==> src/rtl/snes_poller.sv <==
// SNES controller poller: one start pulse yields latch, 16 shift clocks, then a 16-bit pressed mask.
// valid arrives LATCH_CYCLES + 33*HALF_CYCLES + 1 cycles after start; start is ignored until back in IDLE (no backpressure).
module snes_poller #(
   parameter int LATCH_CYCLES = 12,
   parameter int HALF_CYCLES  = 6
) (
   input  logic        clk,
   input  logic        rst_n,
   input  logic        start,
   input  logic        snes_data,
   output logic        snes_latch,
   output logic        snes_clk,
   output logic        busy,
   output logic        valid,
   output logic [15:0] state
);
   localparam int MAX_CYCLES = (LATCH_CYCLES > HALF_CYCLES) ? LATCH_CYCLES : HALF_CYCLES;
   localparam int CW         = $clog2(MAX_CYCLES + 1);
   localparam logic [CW-1:0] LATCH_LOAD = CW'(LATCH_CYCLES - 1);
   localparam logic [CW-1:0] HALF_LOAD  = CW'(HALF_CYCLES - 1);

   typedef enum logic [2:0] {IDLE, LATCH, GAP, CLK_LOW, CLK_HIGH, DONE} fsm_t;

   fsm_t          fsm_q, fsm_d;
   logic [CW-1:0] cnt_q, cnt_d;
   logic [3:0]    bit_q, bit_d;
   logic [15:0]   shift_q, shift_d;
   logic [15:0]   state_q, state_d;
   logic          sync1_q, sync2_q;
   logic          phase_end;

   // Pad data idles high (released), so the synchronizer resets to 1.
   always_ff @(posedge clk or negedge rst_n) begin
      if (!rst_n) begin
         sync1_q <= 1'b1;
         sync2_q <= 1'b1;
      end else begin
         sync1_q <= snes_data;
         sync2_q <= sync1_q;
      end
   end

   always_ff @(posedge clk or negedge rst_n) begin
      if (!rst_n) begin
         fsm_q   <= IDLE;
         cnt_q   <= '0;
         bit_q   <= '0;
         shift_q <= '0;
         state_q <= '0;
      end else begin
         fsm_q   <= fsm_d;
         cnt_q   <= cnt_d;
         bit_q   <= bit_d;
         shift_q <= shift_d;
         state_q <= state_d;
      end
   end

   assign phase_end = (cnt_q == '0);

   always_comb begin
      fsm_d      = fsm_q;
      cnt_d      = cnt_q;
      bit_d      = bit_q;
      shift_d    = shift_q;
      state_d    = state_q;
      snes_latch = 1'b0;
      snes_clk   = 1'b1;
      busy       = 1'b1;
      valid      = 1'b0;
      unique case (fsm_q)
         IDLE: begin
            busy = 1'b0;
            if (start) begin
               fsm_d = LATCH;
               cnt_d = LATCH_LOAD;
            end
         end
         LATCH: begin
            snes_latch = 1'b1;
            if (phase_end) begin
               fsm_d = GAP;
               cnt_d = HALF_LOAD;
            end else begin
               cnt_d = cnt_q - 1'b1;
            end
         end
         GAP: begin
            if (phase_end) begin
               shift_d = {~sync2_q, shift_q[15:1]};
               fsm_d   = CLK_LOW;
               cnt_d   = HALF_LOAD;
               bit_d   = '0;
            end else begin
               cnt_d = cnt_q - 1'b1;
            end
         end
         CLK_LOW: begin
            snes_clk = 1'b0;
            if (phase_end) begin
               fsm_d = CLK_HIGH;
               cnt_d = HALF_LOAD;
            end else begin
               cnt_d = cnt_q - 1'b1;
            end
         end
         CLK_HIGH: begin
            // The 16th high phase has nothing left to sample; the mask is complete.
            if (phase_end) begin
               if (bit_q == 4'd15) begin
                  fsm_d   = DONE;
                  state_d = shift_q;
                  cnt_d   = '0;
               end else begin
                  shift_d = {~sync2_q, shift_q[15:1]};
                  bit_d   = bit_q + 4'd1;
                  fsm_d   = CLK_LOW;
                  cnt_d   = HALF_LOAD;
               end
            end else begin
               cnt_d = cnt_q - 1'b1;
            end
         end
         DONE: begin
            busy  = 1'b0;
            valid = 1'b1;
            fsm_d = IDLE;
            cnt_d = '0;
         end
         default: begin
            busy  = 1'b0;
            fsm_d = IDLE;
            cnt_d = '0;
         end
      endcase
   end

   assign state = state_q;

endmodule

==> config.mk <==
export PLATFORM = sky130hd
export DESIGN_NAME = snes_poller
export DESIGN_NICKNAME = d
export VERILOG_FILES = /design/src/rtl/snes_poller.sv
export SDC_FILE = /design/constraint.sdc
export NUM_CORES = 1
export LEC_CHECK = 0
export ABC_AREA = 1
export CAP_MARGIN = 20
export CORE_MARGIN = 5
export CORE_UTILIZATION = 30
export CTS_CLUSTER_DIAMETER = 100
export DETAILED_ROUTE_END_ITERATION = 10
export MAX_ROUTING_LAYER = met4
export PLACE_DENSITY = 0.5
export RECOVER_POWER = 25
export SLEW_MARGIN = 20
export SYNTH_ARGS = -nofsm -noshare
export SYNTH_HDL_FRONTEND = slang
export SYNTH_SLANG_ARGS = --single-unit
==> constraint.sdc <==
create_clock -name clk -period 2.85 [get_ports clk]
set_clock_uncertainty 0.05 [all_clocks]
set_input_delay 0.4275 -clock clk [delete_from_list [all_inputs] [get_ports clk]]
set_output_delay 0.4275 -clock clk [all_outputs]
set_load 0.02 [all_outputs]
* Word level (Yosys, flattened, before mapping)
Index checks and enable logic that the tools add are counted.
** Storage, ports and cells
- Bits in registers :: 45
- Output and inout bits :: 20
- Memories :: 0
- Bits in latches :: 0
- Bits in writable memories :: 0
- ROM bits :: 0
- Input port bits :: 4
** Cells by class
- Multiplexer cells :: 24
- Shift operators :: 0
- Multipliers :: 0
- Div/mod/pow operators :: 0
- Reductions and logical operators :: 8
- Magnitude comparators :: 0
- Equality and inequality tests :: 12
- Bitwise operators :: 1
- Add/sub/neg operators :: 2
** Operator list (count)
- 16-bit two-way mux :: 3
- 16-bit one-hot mux with 2 select lines :: 1
- 4-bit two-way mux :: 6
- 3-bit two-way mux :: 7
- 3-bit one-hot mux with 5 select lines :: 1
- 2-bit inequality test (second input constant) :: 6
- 4-bit one-hot mux with 3 select lines :: 1
- 4-bit one-hot mux with 2 select lines :: 1
- 3-bit by 2-bit equality test with 1-bit output (second input constant) :: 2
- 3-bit equality test (second input constant) :: 2
- 5-bit AND reduction :: 1
- 4-bit by 1-bit adder with 4-bit output (second input constant) :: 1
- 4-bit equality test (second input constant) :: 1
- 4-bit zero test :: 1
- 1-bit two-way mux :: 4
- 4-bit AND reduction :: 1
- 4-bit OR reduction :: 1
- 4-bit by 1-bit subtractor with 4-bit output (second input constant) :: 1
- 3-bit by 1-bit equality test with 1-bit output (second input constant) :: 1
- 3-bit zero test :: 1
- 3-bit AND reduction :: 1
- 3-bit OR reduction :: 1
- 2-bit nonzero test :: 1
- 1-bit inverter :: 1

* Depth between registers and ports, before layout
- Depth in word-level cells :: 4
- Gate-level depth with buffers :: 10

* Worst setup path before layout
No wires, ideal clock.
- Path kind :: reg-to-reg
- Start point :: register cnt_q[0]
- End point :: register state_q[11] (netlist: state[11])
- Library setup time :: 0.121 ns
- Period minus slack after synthesis :: 1.501 ns
- Path slack :: 1.349 ns
- Cell stages (with the launch flop) :: 11
- Data required time :: 2.679 ns
- Arrival :: 1.330 ns
- Path through :: dfrtp_1 > inv_1 > ha_1 > nand2_1 > nor2_4 > nand2_1 > inv_2 > nand2_2 > buf_2 > nand2_1 > o21ai_1
** On the way
- Longest elaborated chain between the ends :: 2
** RTL lines
- start: declaration :: RTL line 25 : logic [CW-1:0] cnt_q, cnt_d;
- start signal: assignment :: RTL line 52 : cnt_q <= cnt_d;
- 4-bit zero test :: RTL line 59 : assign phase_end = (cnt_q == '0);
- 3-bit AND reduction (no source line)
- end signal: assignment :: RTL line 55 : state_q <= state_d;
- end: declaration :: RTL line 28 : logic [15:0] state_q, state_d;
Every way passes these cells.
A chain may end at the register's enable or synchronous reset.

* Worst setup path in the final report
- Start point :: register fsm_q[1]
- End point :: output busy
** On the way
- Longest elaborated chain between the ends :: 3
- Elaborated cells on any way between the ends :: 6
** RTL lines
- start: declaration :: RTL line 24 : fsm_t fsm_q, fsm_d;
- start signal: assignment :: RTL line 51 : fsm_q <= fsm_d;
- 3-bit equality test (tied with other cells) :: RTL line 71 : unique case (fsm_q)
- 4-bit OR reduction (no source line) *
- 1-bit two-way mux * :: RTL line 71
- end: declaration :: RTL line 13 : output logic busy,
Every way passes the cells marked *; elsewhere a longest branch is shown, timed or not.

==> run metrics <==
Distinct cells, synth=24; ANT nets after route=0; # diodes=0; placed insts=320; Final Cycle Share=0.809; Max Slew Vio Count=0; PortBufs=23; highest routed layer=met4; global route total overflow=0; initial antenna violation count=0; Finished Layout Cells=around 330; Residual DRC=0; hpwl dp=about 2.5 mm; routed wire length on met3=89 um; clock sinks=45; slew margin rel.=0.115; Tmin final=2.31 ns; Cell Area, Placed=between 2000 and 2500 um^2; Die Wd=between 90 and 100 um; hold crit path type=reg -> reg; post_cts resized=0; Yosys warnings=0; Die Y-Extent=92.7 um; Async SR Flop Fraction=1.00; CP Data Required Time=2.37 ns; top-count cell post-synth=nand2_1; syn_nets=229; hold_buf cts=0; DRT iter0 DRCs=51; adder and majority gate portion of the synthesized area=0.0183; Layout area overhead=19.2%; total core area=around 6700 um^2; crit path kind=reg -> out; fmax=434 MHz; Design Area, Final=2450 um^2; Syn Inst Count=222; routed via count=roughly 1400; ys flop type=dfrtp_1; clock-pin slew on the worst setup and hold paths=0.09 ns; Leak=about 1.1 nW; H-tree levels=2; Cell Area, Synth=2050 um^2; final hold vios=0; CTS tree=done; number of synthesized flops with an enable pin=0; Starting Density=0.305; CP Launch Type=register; Setup crit end kind=output pin; largest fanout on the critical path=7; Synth Area in Simple Gates=0.216; largest net degree at the start of global routing=36; GP Congestion=0.770; status=finished, final reports clean; DRT Wirelength=3.71 mm; worst-skew pair later-pin latency=0.29 ns; largest family of logic cells by synthesized area=simple AND/OR/NAND/NOR gates; Overall Global Routing Usage=0.0957; met1 WL=slightly below 2 mm; Post-synth top cells=nand2_1 (64), dfrtp_1 (43), inv_1 (25), o21ai_1 (17), o21ai_2 (16); Clock Tree Buf Depth=2; CTS Root Buffer Type=clkbuf_8; drt first pass iters=4; Synth Register Bits=45; max_cap viols=0; # setup viols final=0; mux share of post-synthesis cell area=0; layout cells sized above 1=0.169; total CTS buffers=5; NumNets Final=254; Post CTS Setup Buffer Count=0; final core occ=0.364; Synth Area in Compound Gates=0.129; sequential share of the synthesized area=0.550; vias in the first global route=1307; CP arrival=1.83 ns; top post-synthesis cells by area=dfrtp_1 (52%), nand2_1 (12%), o21ai_2 (6.8%); RSZ-0062 raised after global routing=false; die area=8590 um^2; met2 wire length=between 1.5 and 2 mm; via density per instance=4.34; synthesized area per cell=about 9.2 um^2; Power Density=471 nW/um^2; # rows=30; DR WL/cell=11.3 um; Synth top area share=0.524; XOR/XNOR Fraction of Synth Area=0.00854; io pins=24; first-pass GRT wire length=6.35 mm; Slew @ Worst Pin=about 1.3 ns; Setup TNS=0 ns; Peak supply drop=0.214 mV; Yosys top cell by area=dfrtp_1
==> routing by layer <==
layer,vias to the layer above,global-route usage
met5,-,-
met4,0,0.0403
met3,5,0.0219
met2,15,0.140
met1,652,0.128
li1,750,-
==> final cells by class <==
class,count,area [um^2]
clock inverters,2,38.8
repair buffers,24,231
inverters,29,111
well taps,80,100
multi-input cells,142,763
fillers,679,4270
clock buffers,6,72.6
flip-flops and latches,45,1130
==> cell families (layout without fill, tap and decap cells) <==
group           count (synthesis)  after routing
compound gates                 41             41
simple gates                   96             96
flops                          45             45
buf+inv                        35             61
fa+ha+maj                       3              3
xor+xnor                        2              2
==> report_power, final <==
part	internal, W	switching, W
Sequential	0.000643	0.00000199
Combinational	0.00000564	0.0000173
Clock	0.000263	0.000221
Total	0.000912	0.000240
==> worst max-delay path, cell delays in order, from the launching register on <==
cell	delay, ns
dfrtp_1	0.46
nor2_2	0.20
nand2_4	0.10
nand2_1	0.15
clkdlybuf4s50_1	0.62
==> sequential cells by signal, indices dropped and copies added, names as in the netlist <==
signal   count
sync2_q      1
cnt_q        4
state       16
bit_q        4
shift_q     16
sync1_q      1
fsm_q        3
==> path summary, 6_finish.rpt <==
check	from	endpoint	slack (ns)	cells past startpoint
min	sync1_q$_DFF_PN1_	sync2_q$_DFF_PN1_	0.31	0
max in group asynchronous	rst_n	sync2_q$_DFF_PN1_	1.36	2
max reg2reg	cnt_q[0]$_DFFE_PN0P_	bit_q[2]$_DFFE_PN0P_	0.94	8
min reg2reg	sync1_q$_DFF_PN1_	sync2_q$_DFF_PN1_	0.31	0
min in group asynchronous	rst_n	fsm_q[0]$_DFFE_PN0P_	0.36	1
max	fsm_q[1]$_DFFE_PN0P_	busy	0.54	4
==> cell usage in the layout (no fill, tap or decap), drive strengths merged <==
cell	n
a21oi	3
buf	1
bufinv	1
clkbuf	7
clkdlybuf4s50	21
clkinv	1
dfrtp	43
dfstp	2
dlygate4sd3	1
ha	3
inv	29
nand2	71
nand3	15
nor2	6
nor3	3
o21ai	38
or2	1
xnor2	1
xor2	1
==> metrics by stage <==
step | worst slack (ns) | total power [W] | hold WS, ns
floorplan | 1.35 | 0.000663 | 0.0819
global placement | 0.907 | 0.000683 | 0.296
detailed placement | 0.866 | 0.000683 | 0.298
CTS | 0.529 | 0.00118 | 0.0683
global route | 0.441 | 0.00120 | 0.314
finish | 0.545 | 0.00115 | 0.310
Note: power is estimated with default switching activity, not from simulation.
==> edit (config.mk and constraints unchanged) <==
`HALF_CYCLES`: 6 -> 7.
--- a/src/rtl/snes_poller.sv
+++ b/src/rtl/snes_poller.sv
@@ -4,3 +4,3 @@
    parameter int LATCH_CYCLES = 12,
-   parameter int HALF_CYCLES  = 6
+   parameter int HALF_CYCLES  = 7
 ) (
Function: no difference found for any inputs over 10 cycles, from zero or initial values and one cycle with rst_n low; that may be too few to reach the edited logic, so the function may still have changed.
==> edit against the unedited design <==
- utilization increased by 0.67 points
- worst setup slack gained 0.028 ns
- worst hold slack worse by 0.041 ns
- area after synthesis fell by 2.5%
- cell count increased by 0.91%
- wire length increased by 0.83%
- count of clock-buffer cells in the layout did not move
- design area shrank 2.7%
- maximum frequency increased by 1.2%
- sequential cell count unchanged
- die area decreased by 2.2%
Power is not compared: it rests on default switching activity, and its combinational part moved more than twofold at a synthesized area within 25%.
==> edit: results (changes against the unedited design) <==
| Metric | Value |
|---|---|
| Status | `finished clean` |
| WL/cell | `11.3 um (about the same)` |
| Mapped Nets | `235 (+2.6%)` |
| Synth Area in XOR/XNOR | `0.438% (-0.42 points)` |
| Routing usage on met3 | `2.70% (+0.51 points)` |
| Top-area cell type share of the netlist area | `53.8% (+1.3 points)` |
| Critical path fanouts, max | `9 (+2)` |
| Vias per cell | `4.40 (+1.6%)` |
| Adder-Cell Fraction of Synth Area | `1.88% (+0.047 points)` |
| Worst EP arrival | `1.80 ns (-0.03 ns)` |
| Count of cell types in the netlist | `22 (-8.3%)` |
| Post-DP HPWL | `2620 um (+4.0%)` |
| DP Area | `2280 um2 (-2.4%)` |
| Met2 Use GR | `16.0% (+2.0 points)` |
| Largest net degree at the start of global routing | `46 (+28%)` |
| Met1 global-route usage | `13.0% (+0.26 points)` |
| Pre-CTS WS | `0.894 ns (+0.0277 ns)` |
| Fillers | `671 (-1.2%)` |
| GRT Resource Usage Total | `10.3% (+0.77 points)` |
| Vias in the first global route | `1,502 (+15%)` |
| Initial detailed-routing violation count | `65 (+27%)` |
| Synth cell count leaders | `nand2_1, dfrtp_1, inv_1` |
| Complex-gate fraction of the synthesized area | `10.8% (-2.2 points)` |
| Worst hold path class | `input pin to async pin` |
| Relative slew slack | `26.9% (+15 points)` |
| Register area share after synthesis | `56.4% (+1.4 points)` |
| RePlAce Congestion | `0.761 (-1.2%)` |
| First-pass GRT wire length | `6820 um (+7.5%)` |
| Share of layout cells above drive strength 1 | `9.84% (-7.1 points)` |
edit: cell count changes after synthesis, moves of 2 or more:
cell and change:
nand2_1 +4, nor2_1 +4, nor2_4 +2, nand2_2 -2, inv_1 +3, o21ai_0 +16
a21oi_1 +2, o21ai_2 -15, nand3_1 -2, o21ai_1 -3
edit: worst register-to-register path: stages (launching register included):
cell and delay [ns]:
dfrtp_1 0.38, inv_1 0.13, ha_1 0.18, nand2_1 0.09
nor2_4 0.20, nand2_1 0.32, buf_4 0.32, nand2_1 0.07
o21ai_0 0.07
edit: layout make-up:
cell class	instances	share of cell area [%]
clock inverters	2	0.736
multi-input cells	147	29.8
inverters	30	4.73
repair buffers	24	9.77
flip-flops and latches	45	47.4
clock buffers	6	3.47
well taps	77	4.05
edit: worst paths after layout:
| kind | start | endpoint | slack, ns | depth (start not counted) |
|---|---|---|---|---|
| setup / recovery | fsm_q[1] | busy | 0.57 | 4 |
| hold / removal | rst_n | state[4] | 0.27 | 1 |
| setup reg to reg | cnt_q[0] | state[10] | 0.94 | 8 |
| hold reg to reg | sync1_q | sync2_q | 0.31 | 0 |
| max in group asynchronous | rst_n | cnt_q[1] | 1.81 | 1 |
| min in group clk | sync1_q | sync2_q | 0.31 | 0 |
edit: power by group:
part           internal (mW)  switching (mW)
clock                  0.201           0.231
combinational          0.234           0.411
sequential             0.716          0.0804
edit: kinds of logic after synthesis:
kind of cell | after synthesis
buffers and inverters | 36
DFF | 45
xor gates and xnor gates | 1
adders and majority gates | 3
AOI/OAI and AO/OA | 42
and+or+nand+nor | 101
edit: per-layer routing:
| metal | wire length [um] | vias up |
|---|---|---|
| met5 | 0 | - |
| met4 | 59 | 0 |
| met3 | 100 | 5 |
| met2 | 1680 | 17 |
| met1 | 1900 | 667 |
| li1 | - | 769 |
edit: metrics by stage:
stage,total power [mW],hold slack [ns],instances,util [%]
2_1_floorplan,1.28,0.0819,228,-
3_3_place_gp,1.46,0.296,323,35.5
3_5_place_dp,1.46,0.298,323,35.5
4_1_cts,1.91,0.272,331,37.1
5_1_grt,2.03,0.311,331,37.1
6_report,1.87,0.269,331,37.1
